### src/rtl/seq_det_ctrl.sv
// seq_det_ctrl: serial scan of bytes for the bit pattern 11011.
// A byte is taken on an in_valid/in_ready handshake and then shifted out MSB
// first, one bit per cycle, into a Mealy pattern detector. The detector state
// carries across byte boundaries. One byte is processed every 9 cycles.
//
// Ports:
//   clk         clock, rising edge
//   rst_n       synchronous active-low reset
//   in_data     byte to scan (bit 7 first)
//   in_valid    in_data valid
//   in_ready    block accepts a byte this cycle (IDLE)
//   clr_cnt     synchronous clear of match_cnt (wins over a same-edge match)
//   flush       synchronous return of the detector to S0 (wins over a bit)
//   busy        byte being shifted
//   match_pulse one-cycle registered pulse per detected 11011
//   match_cnt   saturating detection count
//
// Build option: SEQ_DET_OVERLAP_EN selects overlapping detection (after a
// match the detector keeps the trailing "11"); default is non-overlapping.
module seq_det_ctrl (
  input  logic       clk,
  input  logic       rst_n,
  input  logic [7:0] in_data,
  input  logic       in_valid,
  output logic       in_ready,
  input  logic       clr_cnt,
  input  logic       flush,
  output logic       busy,
  output logic       match_pulse,
  output logic [7:0] match_cnt
);

  typedef enum logic {IDLE, SHIFT} ctl_t;
  typedef enum logic [2:0] {S0, S1, S2, S3, S4} det_t;

`ifdef SEQ_DET_OVERLAP_EN
  localparam det_t AFTER_MATCH = S2;
`else
  localparam det_t AFTER_MATCH = S0;
`endif

  ctl_t       st, st_nx;
  det_t       det, det_nx;
  logic [7:0] shreg, shreg_nx;
  logic [2:0] idx, idx_nx;
  logic [7:0] cnt_nx;
  logic       consume, bit_in, match;

  always_ff @(posedge clk) begin
    if (!rst_n) begin
      st          <= IDLE;
      det         <= S0;
      shreg       <= 8'd0;
      idx         <= 3'd0;
      match_cnt   <= 8'd0;
      match_pulse <= 1'b0;
    end else begin
      st          <= st_nx;
      det         <= det_nx;
      shreg       <= shreg_nx;
      idx         <= idx_nx;
      match_cnt   <= cnt_nx;
      match_pulse <= match;
    end
  end

  always_comb begin
    st_nx    = st;
    shreg_nx = shreg;
    idx_nx   = idx;
    det_nx   = det;
    consume  = 1'b0;
    match    = 1'b0;
    bit_in   = shreg[7];

    case (st)
      IDLE: begin
        if (in_valid) begin
          shreg_nx = in_data;
          idx_nx   = 3'd7;
          st_nx    = SHIFT;
        end
      end
      SHIFT: begin
        consume  = 1'b1;
        shreg_nx = {shreg[6:0], 1'b0};
        // idx 0 marks the last bit; hold at 0 rather than wrap.
        if (idx == 3'd0) st_nx = IDLE;
        else             idx_nx = idx - 3'd1;
      end
      default: st_nx = IDLE;
    endcase

    if (consume) begin
      case (det)
        S0: det_nx = bit_in ? S1 : S0;
        S1: det_nx = bit_in ? S2 : S0;
        S2: det_nx = bit_in ? S2 : S3;
        S3: det_nx = bit_in ? S4 : S0;
        S4: begin
          if (bit_in) begin
            match  = 1'b1;
            det_nx = AFTER_MATCH;
          end else begin
            det_nx = S0;
          end
        end
        default: det_nx = S0;
      endcase
    end

    // flush overrides whatever the detector would have done this edge,
    // including suppressing a match; the byte keeps shifting.
    if (flush) begin
      det_nx = S0;
      match  = 1'b0;
    end

    cnt_nx = match_cnt;
    if (clr_cnt)                           cnt_nx = 8'd0;
    else if (match && match_cnt != 8'hFF)  cnt_nx = match_cnt + 8'd1;
  end

  assign in_ready = (st == IDLE);
  assign busy     = (st == SHIFT);

endmodule

### config.mk
export PLATFORM = sky130hd
export DESIGN_NAME = seq_det_ctrl
export DESIGN_NICKNAME = d
export VERILOG_FILES = /design/src/rtl/seq_det_ctrl.sv
export SDC_FILE = /design/constraint.sdc
export NUM_CORES = 1
export LEC_CHECK = 0
export CORE_MARGIN = 5
export CORE_UTILIZATION = 65
export CTS_BUF_LIST = sky130_fd_sc_hd__clkbuf_8 sky130_fd_sc_hd__clkbuf_16
export CTS_CLUSTER_DIAMETER = 100
export DETAILED_ROUTE_END_ITERATION = 8
export DONT_BUFFER_PORTS = 1
export PLACE_DENSITY = 0.81
export SLEW_MARGIN = 20
export SYNTH_ARGS = -nofsm -noshare
export SYNTH_HDL_FRONTEND = slang
export SYNTH_SLANG_ARGS = --single-unit
### constraint.sdc
create_clock -name clk -period 2.95 [get_ports clk]
set_clock_uncertainty 0.15 [all_clocks]
set_input_delay 0.295 -clock clk [delete_from_list [all_inputs] [get_ports clk]]
set_output_delay 0.295 -clock clk [all_outputs]
set_load 0.1 [all_outputs]
==> qor.csv, run 1 <==
metric,value,unit
worst-slew-pin-transition,936,ps
std_cell_rows,15,
max_slew_margin,0.375,
synth-async-reset-ratio,0,
vdd_drop_max,408,uV
cts_hold_buf,0,
hp-class,input pin to flip-flop,
worstSkewPairLatency,260,ps
synth_area,1160,sq um
drcViolationCount,0,
fillers,126,
place_congestion,0.791,
first_global_vias,893,
yosys.area_share.simple,0.230,
max_cap_viol_count,0,
syn_inst,123,
final_nets,149,
avgSynthCellArea,9.43,sq um
finalSetupViolations,0,
grt_overflow,0,
drt_first_pass_iters,4,
grt_max_degree,20,
clkSlewWorstSetupHoldPaths,80,ps
worst_ep_required_time,2990,ps
first_iter_violations,7,
min_period_over_period,0.669,
track_usage,0.193,
cts_tree,built,
fin_tns_setup,0,ps
final_cell_mix,"dfxtp_1 (24), nand2_1 (13), buf_4 (10), o211a_1 (9)",
cts_sinks,24,
power_density,506,nW/um^2
core_area,1710,sq um
crit_fanout,10,
layout-drive-gt1-share,0.144,
hold_viol_final,0,
cts-buffers-inserted,3,
muxShareOfSynthArea,0.0885,
synth-seq-cells,24,
pin_count,24,
cts_setup_buffers,0,
drt_wl_total,2.23,mm
htreeDepth,1,
worstSetupEndpointType,flip-flop,
synth_top_flop_cell,dfxtp_1,
ant_nets,0,
rsz0062_at_grt,false,
fin_crit,1970,ps
drv_slew,0,
initial_utilization,0.679,
clk_path_buf_depth,2,
num_vias,900,
ys_types,34,
yosysWarnings,0,
cp-start-kind,flip-flop,
grt_pass1_wl,3.97,mm
synth_compound_area_frac,0.182,
antenna_found_initial,0,
cts_resized,0,
die_area,2730,sq um
critical_path_class,flip-flop to flip-flop,
post-dp-hpwl,1.63,mm
hold_slack,11.1,ps
root_buffer,clkbuf_8,
synth_fa_ha_area_frac,0.0324,
final_common_cell,dfxtp_1,
max_freq,507,MHz
die_w,52.2,um
avgViaCountPerCell,5.73,
ys_seq_area_frac,0.414,
synth_nets,139,
die_height,52.2,um
arrival,2010,ps
synthToLayoutAreaGrowth,12.2,%
outcome,"complete, no violations",
synth_edf_count,0,
synth_xor_area_frac,0.0227,
post_drt_wl_per_cell,14.2,um
synth_top_family_by_area,simple AND/OR/NAND/NOR gates,
p_leak,0.580,nW
portBuffers,0,
insertedDiodeCount,0,
final timing paths:
| path | startpoint | to | slack, ps | depth (start not counted) |
|---|---|---|---|---|
| worst max-delay path | match_cnt[1] | match_cnt[5] | 980 | 6 |
| worst min-delay path | rst_n | busy | 10 | 1 |
| worst max register to register | match_cnt[1] | match_cnt[5] | 980 | 6 |
| worst min register to register | shreg[3] | shreg[4] | 340 | 1 |
critical path, cell delays in order, from the launching register on:
cell      delay (ps)
dfxtp_1          310
buf_4            230
ha_1             260
nand3_1          140
o211ai_4         140
or4_1            500
a21oi_1          170
per-layer routing:
layer	wire [um]	vias to the layer above	GRT usage	part of all wire
met1	1010	414	0.234	0.45
met2	1110	14	0.333	0.50
met5	0	-	0	0
met3	99	2	0.0484	0.044
li1	-	470	-	-
met4	13	0	0.0596	0.0058
cell usage after synthesis, types with 2 or more instances:
| cell type | instances | area share |
|---|---|---|
| nand2_1 | 13 | 0.042 |
| inv_1 | 4 | 0.013 |
| nand3_1 | 5 | 0.022 |
| ha_1 | 3 | 0.032 |
| xnor2_1 | 2 | 0.015 |
| mux2i_1 | 8 | 0.069 |
| a21oi_1 | 8 | 0.035 |
| or4_1 | 2 | 0.013 |
| nor3_1 | 2 | 0.0086 |
| nor4_1 | 2 | 0.011 |
| nand2b_1 | 3 | 0.016 |
| and3_1 | 3 | 0.016 |
| nor2_1 | 5 | 0.016 |
| o211a_1 | 9 | 0.078 |
| dfxtp_1 | 24 | 0.41 |
| clkbuf_1 | 3 | 0.0097 |
| o31ai_1 | 3 | 0.019 |
| nor2b_1 | 2 | 0.011 |
| o21ai_0 | 4 | 0.017 |
| mux2_2 | 2 | 0.019 |
| or3_1 | 3 | 0.016 |
where the power goes:
group          internal, mW  leakage [nW]  switching (mW)
clock network         0.119        0.0288          0.0971
logic                0.0354         0.355          0.0526
registers             0.341         0.196          0.0129
total                 0.495         0.580           0.163
final cells by class:
cell class,count,area [sq um],share of cell area
multi-input combinational,90,644,0.495
sequential,24,480,0.369
timing repair buffer,10,75.1,0.0577
clock buffer,4,55.1,0.0423
tap,25,31.3,0.0240
inverter,4,15.0,0.0115
logic make-up (layout without fill, tap and decap cells):
| kind of cell | Yosys count | after routing |
|---|---|---|
| xor gates and xnor gates | 3 | 3 |
| buffers and inverters | 9 | 18 |
| DFF | 24 | 24 |
| and+or+nand+nor | 47 | 47 |
| muxes | 10 | 10 |
| adders and majority gates | 3 | 3 |
| AOI/OAI and AO/OA | 27 | 27 |
stage by stage:
stage          instance area [sq um]  setup slack, ps   util  total power [mW]  std cells
2_1_floorplan                   1160              391      -             0.441        123
3_3_place_gp                    1250             1090  0.730             0.446        153
3_5_place_dp                    1250             1030  0.730             0.450        153
4_1_cts                         1300              985  0.762             0.665        157
5_1_grt                         1300              882  0.762             0.697        157
6_report                        1300              978  0.762             0.658        157
sequential cells by signal, summed over array words and instances (netlist names):
register     cells
busy             1
match_pulse      1
shreg            8
idx              3
match_cnt        8
det              3
Note: power is estimated with default switching activity, not from simulation.
==> run 2, diff against run 1 <==
CORE_UTILIZATION = 60   (was 65)
PLACE_DENSITY = 0.76   (was 0.81)
clock period = 1.9 ns   (was 2.95 ns; I/O delays follow)
==> run 2 against run 1 <==
  * Flip-flop and latch count stayed put
  * Die area is 6.7% higher
  * Critical path depth is 2 lower
  * Clock-buffer cell count is 1 lower
  * Sequential share of layout area is 1.6 points lower
  * Worst setup slack worse by 880 ps
  * Wire length is 1.4% higher
  * Cell area is 7.4% higher
  * First-iteration DRC count grew to 3.3 times the previous value
  * Critical path type unchanged
  * Critical endpoint is now match_cnt[7]
  * Largest cell class unchanged
==> qor.csv, run 2 (synthesis gave the netlist of run 1 again) <==
metric,value,unit,change
pin_count,24,,unchanged
p_leak,0.627,nW,+8.0%
fillers,142,,+13%
crit_fanout,6,,-4
ant_nets,0,,unchanged
fin_tns_setup,0,ps,unchanged
hold_viol_final,0,,unchanged
worstSetupEndpointType,flip-flop,,
core_area,1900,sq um,+11%
final_nets,155,,+4.0%
worstRegToRegCells,4,,-2
clk_path_buf_depth,2,,unchanged
grt_max_degree,19,,-5.0%
die_area,2910,sq um,+6.7%
max_cap_viol_count,0,,unchanged
worst_ep_required_time,1890,ps,-1100 ps
place_congestion,0.721,,-8.8%
die_height,54.0,um,+3.3%
finalWorstSetupSlack,99.8,ps,-878 ps
finalSetupViolations,0,,unchanged
worstReg2RegEnd,match_cnt[7],,
worst-slew-pin-transition,482,ps,-454 ps
cpMaxStageDelayCell,or4b_1,,
cts-buffers-inserted,3,,unchanged
cts_sinks,24,,unchanged
drv_slew,0,,unchanged
layout-drive-gt1-share,0.225,,+0.0807
htreeDepth,1,,unchanged
dpl_worst_slack,102,ps,-928 ps
p_int,875,uW,+77%
cp-start-kind,flip-flop,,
fin_crit,1800,ps,-172 ps
first_global_vias,872,,-2.4%
outcome,"complete, no violations",,
critical_path_class,flip-flop to flip-flop,,
p_seq_frac,0.485,,-0.053
r2r_slack,100,ps,-880 ps
antenna_found_initial,0,,unchanged
min_period_over_period,0.947,,+0.279
worstReg2RegStart,det[0],,
max_slew_margin,0.678,,+0.304
setup.worst_path.end,match_cnt[7],,
power_density,810,nW/um^2,+60%
grt_pass1_wl,3.81,mm,-4.2%
drcViolationCount,0,,unchanged
hp-class,input pin to flip-flop,,
final_cell_mix,"dfxtp_1 (15), nand2_1 (13), buf_4 (12), o211a_1 (9)",,
p_sw,257,uW,+58%
clkSlewWorstSetupHoldPaths,80,ps,about the same
synthToLayoutAreaGrowth,20.5,%,
portBuffers,0,,unchanged
worstSetupStartpoint,det[0],,
avgViaCountPerCell,5.72,,-0.30%
worstSkewPairLatency,260,ps,about the same
power_frac_comb,0.136,,+0.002
std_cell_rows,16,,+1
max_freq,555,MHz,+9.6%
vdd_drop_max,689,uV,+69%
largest_registers,"match_cnt x8, shreg x8",,
die_w,54.0,um,+3.3%
pwr-share-clk,0.379,,+0.051
critical-path-max-stage-delay,580,ps,+80 ps
swShare,0.227,,-0.0197
root_buffer,clkbuf_8,,
drt_wl_total,2.27,mm,+1.4%
cts_tree,built,,
post_drt_wl_per_cell,13.7,um,-3.5%
track_usage,0.182,,-0.0109
path_cells,or4b_1 > nor4_1 > and3_1 > nor3_1,,
grt_overflow,0,,unchanged
insertedDiodeCount,0,,unchanged
arrival,1790,ps,-220 ps
post-dp-hpwl,1.64,mm,+0.43%
num_vias,943,,+4.8%
final_common_cell,dfxtp_1,,
drt_first_pass_iters,4,,unchanged
first_iter_violations,23,,+16
rsz0062_at_grt,false,,
initial_utilization,0.610,,-0.0693
run 2: cell types whose count changed in the layout (fill, tap and decap cells not counted), sizes merged:
cell / delta
buf: +2
bufinv: +1
clkbuf: -1
dlygate4sd3: +3
dlymetal6s4s: +1
run 2: critical path: cells and delay by family, from the launching register on:
family | cells | cell delay, ps
flops | 1 | 370
simple gates | 4 | 1160
run 2: final cells by class:
class	instances	area, sq um	area share
multi-input cells	90	651	0.466
flip-flops and latches	24	494	0.354
repair buffers	16	133	0.0949
clock buffers	3	41.3	0.0295
well taps	27	33.8	0.0242
clock inverters	1	30.0	0.0215
inverters	4	15.0	0.0107
run 2: per-layer routing:
metal,up-vias,wire [um],GRT usage
met5,-,0,0
met4,0,28,0.0894
met3,2,121,0.0332
met2,19,1100,0.317
met1,444,1010,0.211
li1,478,-,-
run 2: repair_timing:
action / in CTS / in global routing
buffers inserted: 0 / 0
endpoints found under the hold margin: 17 / 0
hold buffers: 4 / 0
endpoints found under the setup margin: 0 / 2
gates resized for setup: 0 / 2
run 2: power by group through the flow:
stage	Sequential [mW]	Clock, mW	Combinational [mW]
after global routing	0.553	0.465	0.172
after detailed placement	0.561	0	0.142
after global placement	0.560	0	0.137
final	0.549	0.429	0.154
after floorplan	0.570	0	0.115
after CTS	0.549	0.439	0.155
run 2: worst min-delay path by stage:
| stage | from | end | slack (ps) | depth (start not counted) |
|---|---|---|---|---|
| final | flush | det[2] | 1 | 2 |
| after global routing | flush | det[2] | 20 | 2 |
| after CTS | flush | det[2] | 0.3 | 2 |
| after detailed placement | rst_n | idx[0] | 180 | 2 |
| after global placement | rst_n | busy | 170 | 1 |
| after floorplan | rst_n | idx[2] | 170 | 1 |
run 2: per-stage QoR:
step                instances  hold WS (ps)  power, mW  area (sq um)  utilization
detailed placement        157           180      0.703          1280        0.672
finish                    165          1.47       1.13          1400        0.735
global route              165          18.4       1.19          1400        0.735
floorplan                 123           168      0.685          1170            -
CTS                       165         0.344       1.14          1390        0.730
global placement          157           168      0.697          1280        0.672
==> run 3, diff against run 2 <==
CORE_UTILIZATION = 45   (was 60)
HOLD_SLACK_MARGIN = 0.08   (was default)
PLACE_DENSITY = default   (was 0.76)
PLACE_DENSITY_LB_ADDON = 0.3   (was default)
==> run 3 against run 2 <==
  * Core utilization is 11 points lower
  * Die area is 27% higher
  * Clock power is 3% higher
  * Via count is 6.0% higher
  * Critical path type unchanged
  * Largest power group unchanged
==> qor.csv, run 3 (synthesis gave the netlist of run 1 again) <==
metric,value,unit,change
grt_overflow,0,,unchanged
die_height,60.8,um,+13%
clk_path_buf_depth,2,,unchanged
wl_met1,1.17,mm,+16%
top_layer_used,met4,,
track_usage,0.160,,-0.0218
ant_nets,0,,unchanged
place_congestion,0.798,,+11%
fin_crit,1810,ps,+13.9 ps
die_w,60.8,um,+13%
cts-buffers-inserted,3,,unchanged
rsz0062_at_grt,false,,
cts_sinks,24,,unchanged
layout.cells.non_filler,181,,+9.7%
power_density,755,nW/um^2,-6.8%
grt_pass1_wl,4.34,mm,+14%
portBuffers,0,,unchanged
cpMaxStageDelayCell,dfxtp_1,,
largest_registers,"match_cnt x8, shreg x8",,
htreeDepth,1,,unchanged
worstSkewPairLatency,270,ps,about the same
max_cap_viol_count,0,,unchanged
outcome,"complete, no violations",,
vdd_drop_max,759,uV,+10%
first_iter_violations,63,,+170%
met3WireLength,144,um,+19%
insertedDiodeCount,0,,unchanged
first_global_vias,970,,+11%
arrival,1860,ps,+70 ps
num_vias,1000,,+6.0%
fin_tns_setup,0,ps,unchanged
worstHoldStart,rst_n,,
finalSetupViolations,0,,unchanged
hold_viol_final,0,,unchanged
max_slew_margin,0.621,,-0.0574
initial_utilization,0.468,,-0.142
crit_fanout,6,,unchanged
worstReg2RegStart,det[1],,
drt_first_pass_iters,4,,unchanged
post-dp-hpwl,1.78,mm,+8.7%
drcViolationCount,0,,unchanged
dpl_worst_slack,49.4,ps,-52.6 ps
std_cell_rows,18,,+2
place_inst,160,,+1.9%
synthToLayoutAreaGrowth,34.3,%,
core_area,2480,sq um,+30%
hp-class,input pin to flip-flop,,
root_buffer,clkbuf_8,,
critical_path_class,flip-flop to flip-flop,,
cp-start-kind,flip-flop,,
worst_ep_required_time,1940,ps,+50 ps
final_nets,168,,+8.4%
worstSetupEndpointType,flip-flop,,
antenna_found_initial,0,,unchanged
max_freq,551,MHz,-0.77%
worst-slew-pin-transition,567,ps,+84.3 ps
worstSetupStartpoint,det[1],,
avgViaCountPerCell,5.52,,-3.3%
path_cells,nor4b_4 > o211ai_4 > buf_4 > or3_1 > a21oi_1,,
drv_slew,0,,unchanged
die_area,3690,sq um,+27%
p_leak,0.704,nW,+12%
clkSlewWorstSetupHoldPaths,90,ps,about the same
finalWorstSetupSlack,85.9,ps,-13.9 ps
final_cell_mix,"dfxtp_1 (14), dlygate4sd3_1 (14), nand2_1 (13), buf_4 (13)",,
post_drt_wl_per_cell,15.1,um,+10%
pin_count,24,,unchanged
cts_tree,built,,
power.total,1.18,mW,+3.9%
drt_wl_total,2.73,mm,+21%
layout-drive-gt1-share,0.245,,+0.0204
min_period_over_period,0.955,,+0.00732
met2WireLength,1.36,mm,+24%
grt_max_degree,22,,+3
critical-path-max-stage-delay,390,ps,-190 ps
==> run 3: path summary, 6_finish.rpt <==
path	end	slack, ps	depth (start not counted)
setup reg to reg	match_cnt[4]	90	5
hold / removal	match_cnt[2]	90	2
hold reg to reg	shreg[7]	330	1
setup / recovery	match_cnt[4]	90	5
==> run 3: final cells by class <==
class / count / area, sq um
Timing Repair Buffer: 29 / 269
Sequential cell: 24 / 495
Tap cell: 30 / 37.5
Clock buffer: 3 / 41.3
Clock inverter: 1 / 30.0
Fill cell: 211 / 920
Inverter: 4 / 15.0
Multi-Input combinational cell: 90 / 669
==> run 3: power breakdown <==
part,internal [mW],switching [mW],total (mW)
sequential,0.530,0.0215,0.551
combinational,0.0822,0.100,0.183
clock,0.282,0.161,0.443
total,0.893,0.283,1.18
==> run 3: routing by layer <==
metal | up-vias | global-route usage
met5 | - | 0
met2 | 26 | 0.261
met3 | 9 | 0.0596
met4 | 0 | 0.0743
met1 | 459 | 0.186
li1 | 506 | -
==> run 3: what timing repair did <==
| item | 4_1_cts | 5_1_grt |
|---|---|---|
| setup endpoints to repair | 0 | 4 |
| resized for setup | 0 | 6 |
| hold endpoints to repair | 17 | 0 |
| setup buffers | 0 | 3 |
| hold buffers | 14 | 0 |
==> run 3: critical path, delay by kind of cell, from the launching register on <==
kind                   cells  cell delay, ps
DFF                        1             390
AOI/OAI and AO/OA          2             310
and+or+nand+nor            2             730
buffers and inverters      1             170
==> run 3: through the flow <==
stage	cell area (sq um)	hold slack, ps	util
after global placement	1290	171	0.522
after floorplan	1170	168	-
after global routing	1560	107	0.629
after detailed placement	1290	171	0.522
after CTS	1510	87.8	0.608
final	1560	88.7	0.629
